--- config.mk ---
export PLATFORM = sky130hd
export DESIGN_NAME = hour12_counter
export DESIGN_NICKNAME = d
export VERILOG_FILES = /design/src/rtl/hour12_counter_pkg.sv /design/src/rtl/hour12_counter_conv.sv /design/src/rtl/hour12_counter.sv
export SDC_FILE = /design/constraint.sdc
export NUM_CORES = 1
export LEC_CHECK = 0
export BUFFER_PORTS_ARGS = -buffer_cell sky130_fd_sc_hd__buf_4
export CORE_ASPECT_RATIO = 2
export CORE_UTILIZATION = 25
export DETAILED_ROUTE_END_ITERATION = 10
export GPL_TIMING_DRIVEN = 0
export PLACE_DENSITY_LB_ADDON = 0.05
export REMOVE_ABC_BUFFERS = 1
export SETUP_SLACK_MARGIN = 0.05
export SLEW_MARGIN = 20
export SYNTH_ARGS = -nofsm -noshare
export SYNTH_HDL_FRONTEND = slang
export SYNTH_SLANG_ARGS = --single-unit
--- constraint.sdc ---
create_clock -name clk -period 3.79 [get_ports clk]
set_input_delay 0.758 -clock clk [delete_from_list [all_inputs] [get_ports clk]]
set_output_delay 0.758 -clock clk [all_outputs]
set_load 0.03 [all_outputs]
--- src/rtl/hour12_counter_pkg.sv ---
// Shared clock-domain definitions: BCD hour constants, hour state type and
// the BCD helpers used by the hour counter and the alarm compare logic.
package clock_pkg;

   localparam int             BCD_W      = 4;
   localparam logic [7:0]     HOUR12_MIN = 8'h01;
   localparam logic [7:0]     HOUR12_MAX = 8'h12;
   localparam logic [7:0]     HOUR12_PRE = 8'h11;
   localparam logic [7:0]     HOUR24_MAX = 8'h23;

   typedef enum logic [1:0] {
      ACT_NONE,
      ACT_LOAD,
      ACT_SET,
      ACT_CARRY
   } hour_act_e;

   typedef struct packed {
      logic [7:0] bcd;
      logic       pm;
   } hour12_t;

   localparam hour12_t HOUR_RESET = '{bcd: HOUR12_MAX, pm: 1'b0};

   // BCD 01..11 plus twelve, giving 13..23.
   function automatic logic [7:0] bcd_add12(input logic [7:0] h);
      logic [BCD_W-1:0] u;
      logic [BCD_W-1:0] t;
      u = h[3:0] + 4'd2;
      t = h[7:4] + 4'd1;
      if (u > 4'd9) begin
         u = u - 4'd10;
         t = t + 4'd1;
      end
      return {t, u};
   endfunction

   // BCD 13..23 minus twelve, giving 01..11.
   function automatic logic [7:0] bcd_sub12(input logic [7:0] h);
      logic [BCD_W-1:0] u;
      logic [BCD_W-1:0] t;
      if (h[3:0] < 4'd2) begin
         u = h[3:0] + 4'd8;
         t = h[7:4] - 4'd2;
      end else begin
         u = h[3:0] - 4'd2;
         t = h[7:4] - 4'd1;
      end
      return {t, u};
   endfunction

   // Next 12-hour BCD value in the sequence 12,01,...,11,12.
   function automatic logic [7:0] hour12_inc(input logic [7:0] h);
      logic [7:0] r;
      if (h == HOUR12_MAX)
         r = HOUR12_MIN;
      else if (h[3:0] == 4'd9)
         r = {h[7:4] + 4'd1, 4'd0};
      else
         r = {h[7:4], h[3:0] + 4'd1};
      return r;
   endfunction

   // Advance the full 12h+pm state; pm flips on the 11 -> 12 step.
   function automatic hour12_t hour_step(input hour12_t s);
      hour12_t r;
      r.bcd = hour12_inc(s.bcd);
      r.pm  = s.pm ^ (s.bcd == HOUR12_PRE);
      return r;
   endfunction

   // Digits must be decimal and the value must not exceed 23 (BCD compare
   // is ordered once both digits are known to be 0..9).
   function automatic logic load_valid(input logic [3:0] ch, input logic [3:0] cl);
      return (ch <= 4'd9) && (cl <= 4'd9) && ({ch, cl} <= HOUR24_MAX);
   endfunction

   function automatic hour12_t load_to_hour12(input logic [3:0] ch, input logic [3:0] cl);
      hour12_t    r;
      logic [7:0] v;
      v    = {ch, cl};
      r.pm = (v >= HOUR12_MAX);
      if (v == 8'h00)
         r.bcd = HOUR12_MAX;
      else if (v <= HOUR12_MAX)
         r.bcd = v;
      else
         r.bcd = bcd_sub12(v);
      return r;
   endfunction

endpackage

--- src/rtl/hour12_counter_conv.sv ---
// Combinational 12-hour BCD + AM/PM to 24-hour BCD converter.
module hour12_to_24_conv
   import clock_pkg::*;
(
   input  logic [7:0] i_h12,
   input  logic       i_pm,
   output logic [7:0] o_h24
);

   always_comb begin
      o_h24 = i_h12;
      if (i_h12 == HOUR12_MAX)
         o_h24 = i_pm ? HOUR12_MAX : 8'h00;
      else if (i_pm)
         o_h24 = bcd_add12(i_h12);
   end

endmodule

--- src/rtl/hour12_counter.sv ---
// 12-hour BCD hour counter with AM/PM, 24-hour shadow output, set-mode
// buttons and a validated 24-hour preset load.
module hour12_counter
   import clock_pkg::*;
(
   input  logic       clk,
   input  logic       rst,
   input  logic       carry_in,
   input  logic       set_mode,
   input  logic       inc_set,
   input  logic       pm_toggle,
   input  logic       load,
   input  logic [3:0] load_CH,
   input  logic [3:0] load_CL,
   output logic [3:0] H12_CH,
   output logic [3:0] H12_CL,
   output logic       pm,
   output logic [3:0] H24_CH,
   output logic [3:0] H24_CL,
   output logic       day_carry,
   output logic       load_err
);

   hour12_t   r_hour;
   logic [7:0] r_h24;
   logic      r_day_carry;
   logic      r_load_err;

   hour_act_e w_act;
   hour12_t   w_nxt_hour;
   logic [7:0] w_nxt_h24;
   logic      w_nxt_day_carry;
   logic      w_nxt_load_err;

   always_comb begin
      if (load)
         w_act = ACT_LOAD;
      else if (set_mode)
         w_act = ACT_SET;
      else if (carry_in)
         w_act = ACT_CARRY;
      else
         w_act = ACT_NONE;
   end

   always_comb begin
      w_nxt_hour      = r_hour;
      w_nxt_day_carry = 1'b0;
      w_nxt_load_err  = 1'b0;
      case (w_act)
         ACT_LOAD: begin
            if (load_valid(load_CH, load_CL))
               w_nxt_hour = load_to_hour12(load_CH, load_CL);
            else
               w_nxt_load_err = 1'b1;
         end
         // inc_set wins over pm_toggle; set-mode steps never end the day
         ACT_SET: begin
            if (inc_set)
               w_nxt_hour = hour_step(r_hour);
            else if (pm_toggle)
               w_nxt_hour.pm = ~r_hour.pm;
         end
         ACT_CARRY: begin
            w_nxt_hour      = hour_step(r_hour);
            w_nxt_day_carry = r_hour.pm && (r_hour.bcd == HOUR12_PRE);
         end
         default: ;
      endcase
   end

   hour12_to_24_conv u_conv (
      .i_h12 (w_nxt_hour.bcd),
      .i_pm  (w_nxt_hour.pm),
      .o_h24 (w_nxt_h24)
   );

   always_ff @(posedge clk) begin
      if (rst) begin
         r_hour      <= HOUR_RESET;
         r_h24       <= 8'h00;
         r_day_carry <= 1'b0;
         r_load_err  <= 1'b0;
      end else begin
         r_hour      <= w_nxt_hour;
         r_h24       <= w_nxt_h24;
         r_day_carry <= w_nxt_day_carry;
         r_load_err  <= w_nxt_load_err;
      end
   end

   assign H12_CH    = r_hour.bcd[7:4];
   assign H12_CL    = r_hour.bcd[3:0];
   assign pm        = r_hour.pm;
   assign H24_CH    = r_h24[7:4];
   assign H24_CL    = r_h24[3:0];
   assign day_carry = r_day_carry;
   assign load_err  = r_load_err;

endmodule

# Yosys cells after proc, flatten, opt, wreduce, memory -nomap -nowiden
# Index checks and enable logic that the tools add are counted.
[classes]
bitwise_logic = 4
eq_ne = 7
n_mux = 20
n_addsub = 10
n_reduce_logical = 6
magnitude_cmp = 7
[ops]
columns = ["cell", "n"]
rows = [
  ["2-to-1 mux 8 bit", 7],
  ["case mux 9 bit (3 select lines)", 1],
  ["equality test 8 x 5 -> 1 bit, second input constant", 3],
  ["adder 4 x 1 -> 4 bit, second input constant", 4],
  ["2-to-1 mux 4 bit", 4],
  ["2-to-1 mux 9 bit", 1],
  ["greater-or-equal comparator 8 x 5 -> 1 bit, second input constant", 1],
  ["<= comparator 4 bit, second input constant", 2],
  ["<= comparator 8 x 5 -> 1 bit, second input constant", 1],
  ["<= comparator 8 x 6 -> 1 bit, second input constant", 1],
  ["zero test 8 bit", 1],
  ["subtractor 4 x 2 -> 4 bit, second input constant", 2],
  ["2-to-1 mux 2 bit", 3],
  ["2-to-1 mux 5 bit", 1],
  ["adder 4 x 2 -> 4 bit, second input constant", 1],
  ["adder 4 bit, second input constant", 1],
  ["equality test 2 bit, second input constant", 2],
  ["equality test 4 bit, second input constant", 1],
  ["> comparator 4 bit, second input constant", 1],
  ["< comparator 4 x 2 -> 1 bit, second input constant", 1],
  ["OR reduction 2 bit", 2],
  ["subtractor 4 x 1 -> 4 bit, second input constant", 1],
  ["subtractor 4 bit, second input constant", 1],
  ["logical AND 1 bit", 3],
  ["other kinds (4)", 8],
]
[word_totals]
regBits = 19
output_inout_bits = 19
in_bits = 15

# Logic depth before layout (Yosys ltp)
[logic_depth]
depth_word = 11
depth_mapped = 14
mapped_depth_nobuf = 14

# Modules after synthesis
# Synthesis repeated with hierarchy kept, for this count alone.
[hier_totals]
cells_unflattened = 212
area_unflattened_um2 = 1766.7
[by_module_without_submodules]
columns = ["module", "area_each_um2", "cells_each", "n_inst"]
rows = [
  ["hour12_counter", 1432.6, 169, 1],
  ["hour12_to_24_conv", 334.1, 43, 1],
]

# Worst setup path after synthesis
# No wires, ideal clock.
[synth_timing]
path_type = "input-to-reg"
from = "input load_CH[1]"
to = "register r_h24[6]"
setup_time_ns = 0.120
path_slack_ns = 0.258
path_buffers = 0
cell_stages = 13
t_required_ns = 3.670
arrival_ns = 3.412
path_cell_list = "inv_1 -> ha_1 -> nor4_2 -> or3_1 -> o2111ai_1 -> a31oi_1 -> inv_2 -> ha_1 -> nor3_1 -> a41o_1 -> or4_1 -> nand4_1 -> nor3_1"
[synth_via]
elab_cells_between_ends = 22
cone_classes = "add/sub (5); order compare (5); eq/ne (1); mux (8); reduce/logical (3)"
[synth_lines]
columns = ["item", "line_no", "text"]
rows = [
  ["from (decl)", "hour12_counter.sv:13", "input logic [3:0] load_CH,"],
  ["<= comparator 8 x 5 -> 1 bit or <= comparator 4 bit (tied branches)", "hour12_counter_pkg.sv:85, hour12_counter_pkg.sv:75", ""],
  ["2-to-1 mux 8 bit or logical AND 1 bit (tied branches)", "hour12_counter_pkg.sv:85, hour12_counter_pkg.sv:75", ""],
  ["2-to-1 mux 8 bit or logical AND 1 bit (tied branches)", "hour12_counter_pkg.sv:83, hour12_counter_pkg.sv:75", ""],
  ["2-to-1 mux 9 bit (*)", "hour12_counter.sv:52", "if (load_valid(load_CH, load_CL))"],
  ["case mux 9 bit (3 select lines) (*)", "hour12_counter.sv:50", "case (w_act)"],
  ["named net u_conv.i_h12[1]", "hour12_counter_conv.sv:5", "input logic [7:0] i_h12,"],
  ["adder 4 x 2 -> 4 bit", "hour12_counter_pkg.sv:29", "u = h[3:0] + 4'd2;"],
  ["> comparator 4 bit", "hour12_counter_pkg.sv:31", "if (u > 4'd9) begin"],
  ["2-to-1 mux 4 bit", "hour12_counter_pkg.sv:31", ""],
  ["2-to-1 mux 8 bit", "hour12_counter_conv.sv:14", "else if (i_pm)"],
  ["2-to-1 mux 8 bit (*)", "hour12_counter_conv.sv:12", "if (i_h12 == HOUR12_MAX)"],
  ["to (signal assigned)", "hour12_counter.sv:86", "r_h24 <= w_nxt_h24;"],
  ["to (decl)", "hour12_counter.sv:25", "logic [7:0] r_h24;"],
]
# The timed path passes the listed nets; every way through them passes the cells marked *.
# A chain may end at the register's enable or synchronous reset.

# Worst setup path after layout
[layout_timing]
from = "input load_CH[0]"
to = "register r_h24[6]"
# Same word-level chain as after synthesis.

==> summary.md <==
| Metric | Value |
|---|---|
| Final std cells w/o fill | `between 300 and 400` |
| Cell taking the most area after synthesis | `dfxtp_1` |
| CTS Buf Count | `3` |
| EDFF count, synth | `0` |
| FILL cells | `~800` |
| CP required | `between 3 and 4 ns` |
| DP Wirelength | `5190 um` |
| Final Hold Viols | `0` |
| Clk slew on worst S/H paths | `roughly 0.05 ns` |
| Count of state elements after synthesis | `19` |
| Status | `completed` |
| Ys Warns | `0` |
| Initial antenna violation count | `0` |
| First-pass GRT wire length | `around 10,000 um` |
| Top cells by count, synth | `dfxtp_1 (19), nand2_1 (18), ha_1 (15), inv_1 (15), nor2_1 (15)` |
| Latest clock arrival within the worst-skew pair | `0.26 ns` |
| Gr ovfl total | `0` |
| Synthesized area | `1850 um^2` |
| Core outline area | `a little over 7000 um^2` |
| GRT Util Overall | `around 18%` |
| Critical path type | `input pin to flop` |
| ANT nets after route | `0` |
| R2r endpoint | `r_h24[6]` |
| Achievable Freq | `277 MHz` |
| Unrepaired setup endpoints after global routing | `false` |
| CTS tree | `yes` |
| Starting density of the core | `between 20% and 30%` |
| Startpoint class of the critical path | `input pin` |
| Measured slew at the worst slew-check pin | `0.914 ns` |
| Hold_ws | `between 0.7 and 0.8 ns` |
| Die Width | `62.8 um` |
| RR Startpoint | `H12_CL[0]` |
| Post-route minimum period | `about 3.6 ns` |
| Clock buffer depth | `2` |
| Placement row count | `44` |
| CTS root buffer | `clkbuf_16` |
| Largest cells by area after synthesis | `dfxtp_1 (21%), ha_1 (10%), nand2_1 (3.7%), inv_1 (3.0%), nor2_1 (3.0%)` |
| CP Max Fanout | `5` |
| Vias in the first global route | `slightly below 2,000` |
| Via count | `roughly 1,900` |
| Worst reg-to-reg path cell count | `11` |
| Hold WC Path Type | `flop to flop` |
| Post-CTS Hold Fix Bufs | `0` |
| Diodes inserted | `0` |
| Distinct cell type count after synthesis | `between 60 and 70` |
| Cell with the most instances after synthesis | `dfxtp_1` |
| Max-slew violations | `0` |
| Syn Inst Count | `roughly 240` |
| TNS Setup | `0 ns` |
| DP Cell Count | `around 350` |
| Die area | `roughly 7800 um^2` |
| Worst hold endpoint | `day_carry` |
| Worst vdd ir | `about 200 uV` |
| Top Ports | `34` |
| Hold Startpoint | `pm` |
| Area Growth Syn to Fin | `31.8%` |
| H-tree levels | `1` |
| DRT Pass-1 Iters | `4` |
| Max_cap viols | `0` |
| Setup Skew | `roughly 0.0025 ns` |
| Final worst path period share | `a little over nine tenths` |
| Ys async rst share | `0%` |
| RePlAce Congestion | `0.779` |
| IO Port Bufs | `33` |
| Tot Pwr | `between 700 and 800 uW` |
| R2R setup slack | `approximately 0.75 ns` |
| Routed WL | `roughly 6500 um` |
| Top FF cell, synth | `dfxtp_1` |
| Worst endpoint data arrival time | `3.76 ns` |
| Synthesized area per cell | `slightly below 8 um^2` |
| DRC viols | `0` |
| Initial DRC count | `87` |
| Max_slew headroom | `between 30% and 40%` |
| Static Leak | `0.973 nW` |
| Final nets | `302` |
| CTS sink cnt | `19` |
| Worst setup EP type | `flop` |
| Power per cell area | `about 320 nW/um^2` |
| Final Setup Violations | `0` |
| Pin count of the biggest net entering global routing | `21` |
| Seq/Total Area, Yosys | `between 20 and 25%` |
| Area share of the largest cell type after synthesis | `between 20% and 30%` |
| Die height | `approximately 120 um` |
| Share of cells above drive strength 1 | `28.0%` |
| Hold path cells | `3` |
| Avg WL per Cell | `between 15 and 20 um` |
| Post-DR vias/cell | `around 5.3` |
routing by layer:
layer	vias to the layer above	share of wire, %	track usage [%]
met5	-	0	0
met4	0	2.2	7.56
met3	7	1.7	0.916
met2	26	61	38.3
met1	926	35	15.9
li1	954	-	-
placed cells by master, fill, tap and decap left out, drive strengths merged, types with 3 or more instances in the layout:
cell and n:
o221ai 3, nand3 7, nand2 18, ha 15, clkbuf 4, xnor2 6, a211oi 3, dfxtp 19
a221oi 3, o211ai 5, or3 6, nand3b 4, nor3b 3, nand2b 4, buf 43, inv 15
nor4 4, nand4b 4, nand4 7, a31oi 6, nor3 9, mux2i 5, a21o 4, a21oi 10
nor2b 3, o21ai 10, nor2 15
registers in the layout, summed over array words and instances (netlist names):
register,count
day_carry,1
H12_CL,4
load_err,1
pm,1
r_h24,8
H12_CH,4
through the flow:
stage	util (%)	worst slack, ns	area [um^2]
final	33.8	0.174	2440
after detailed placement	30.0	-0.724	2170
after floorplan	-	0.257	1800
after global routing	33.8	0.0528	2440
after global placement	30.0	-0.771	2170
after CTS	32.4	0.0538	2340
power breakdown:
group	leakage, nW	switching (mW)	internal [mW]
Clock	0.0382	0.0795	0.143
Sequential	0.156	0.0191	0.216
Combinational	0.779	0.189	0.124
timing repair:
action | 4_1_cts | 5_1_grt
pin swaps | 4 | 6
setup endpoints to repair | 7 | 7
buffers inserted | 5 | 5
endpoints found under the hold margin | 0 | 0
resized for setup | 10 | 12
worst max-delay path by stage:
stage / start / end / slack, ns / depth (start not counted)
3_3_place_gp: load_CH[1] / r_h24[7] / -0.77 / 14
3_5_place_dp: load_CH[1] / r_h24[7] / -0.72 / 14
4_1_cts: load_CH[1] / r_h24[7] / 0.05 / 14
5_1_grt: load_CH[1] / r_h24[7] / 0.05 / 14
2_1_floorplan: load_CH[1] / r_h24[6] / 0.26 / 13
6_report: load_CH[0] / r_h24[6] / 0.17 / 14
cells by family after synthesis:
group           share of synthesized area [%]
xor+xnor                                 3.79
fa+ha+maj                                10.1
simple gates                             31.6
mux                                      3.31
flops                                    20.6
buf+inv                                  5.75
compound gates                           24.9
cell type report:
| type | count | area (um^2) | area share [%] |
|---|---|---|---|
| flip-flops and latches | 19 | 380 | 15.6 |
| clock buffers | 4 | 78.8 | 3.23 |
| well taps | 92 | 115 | 4.72 |
| repair buffers | 43 | 323 | 13.2 |
| inverters | 16 | 63.8 | 2.62 |
| multi-input cells | 189 | 1480 | 60.6 |
worst max-delay path, stage by stage:
cell and delay (ns):
buf_4 0.14, inv_1 0.11, ha_2 0.24, a21oi_1 0.11
o21a_1 0.27, or3_4 0.42, a31oi_2 0.24, inv_2 0.08
ha_1 0.34, nor3_1 0.09, a41o_1 0.28, or4_1 0.52
nand4_1 0.10, nor3_1 0.05
(Power assumes the default switching activity.)
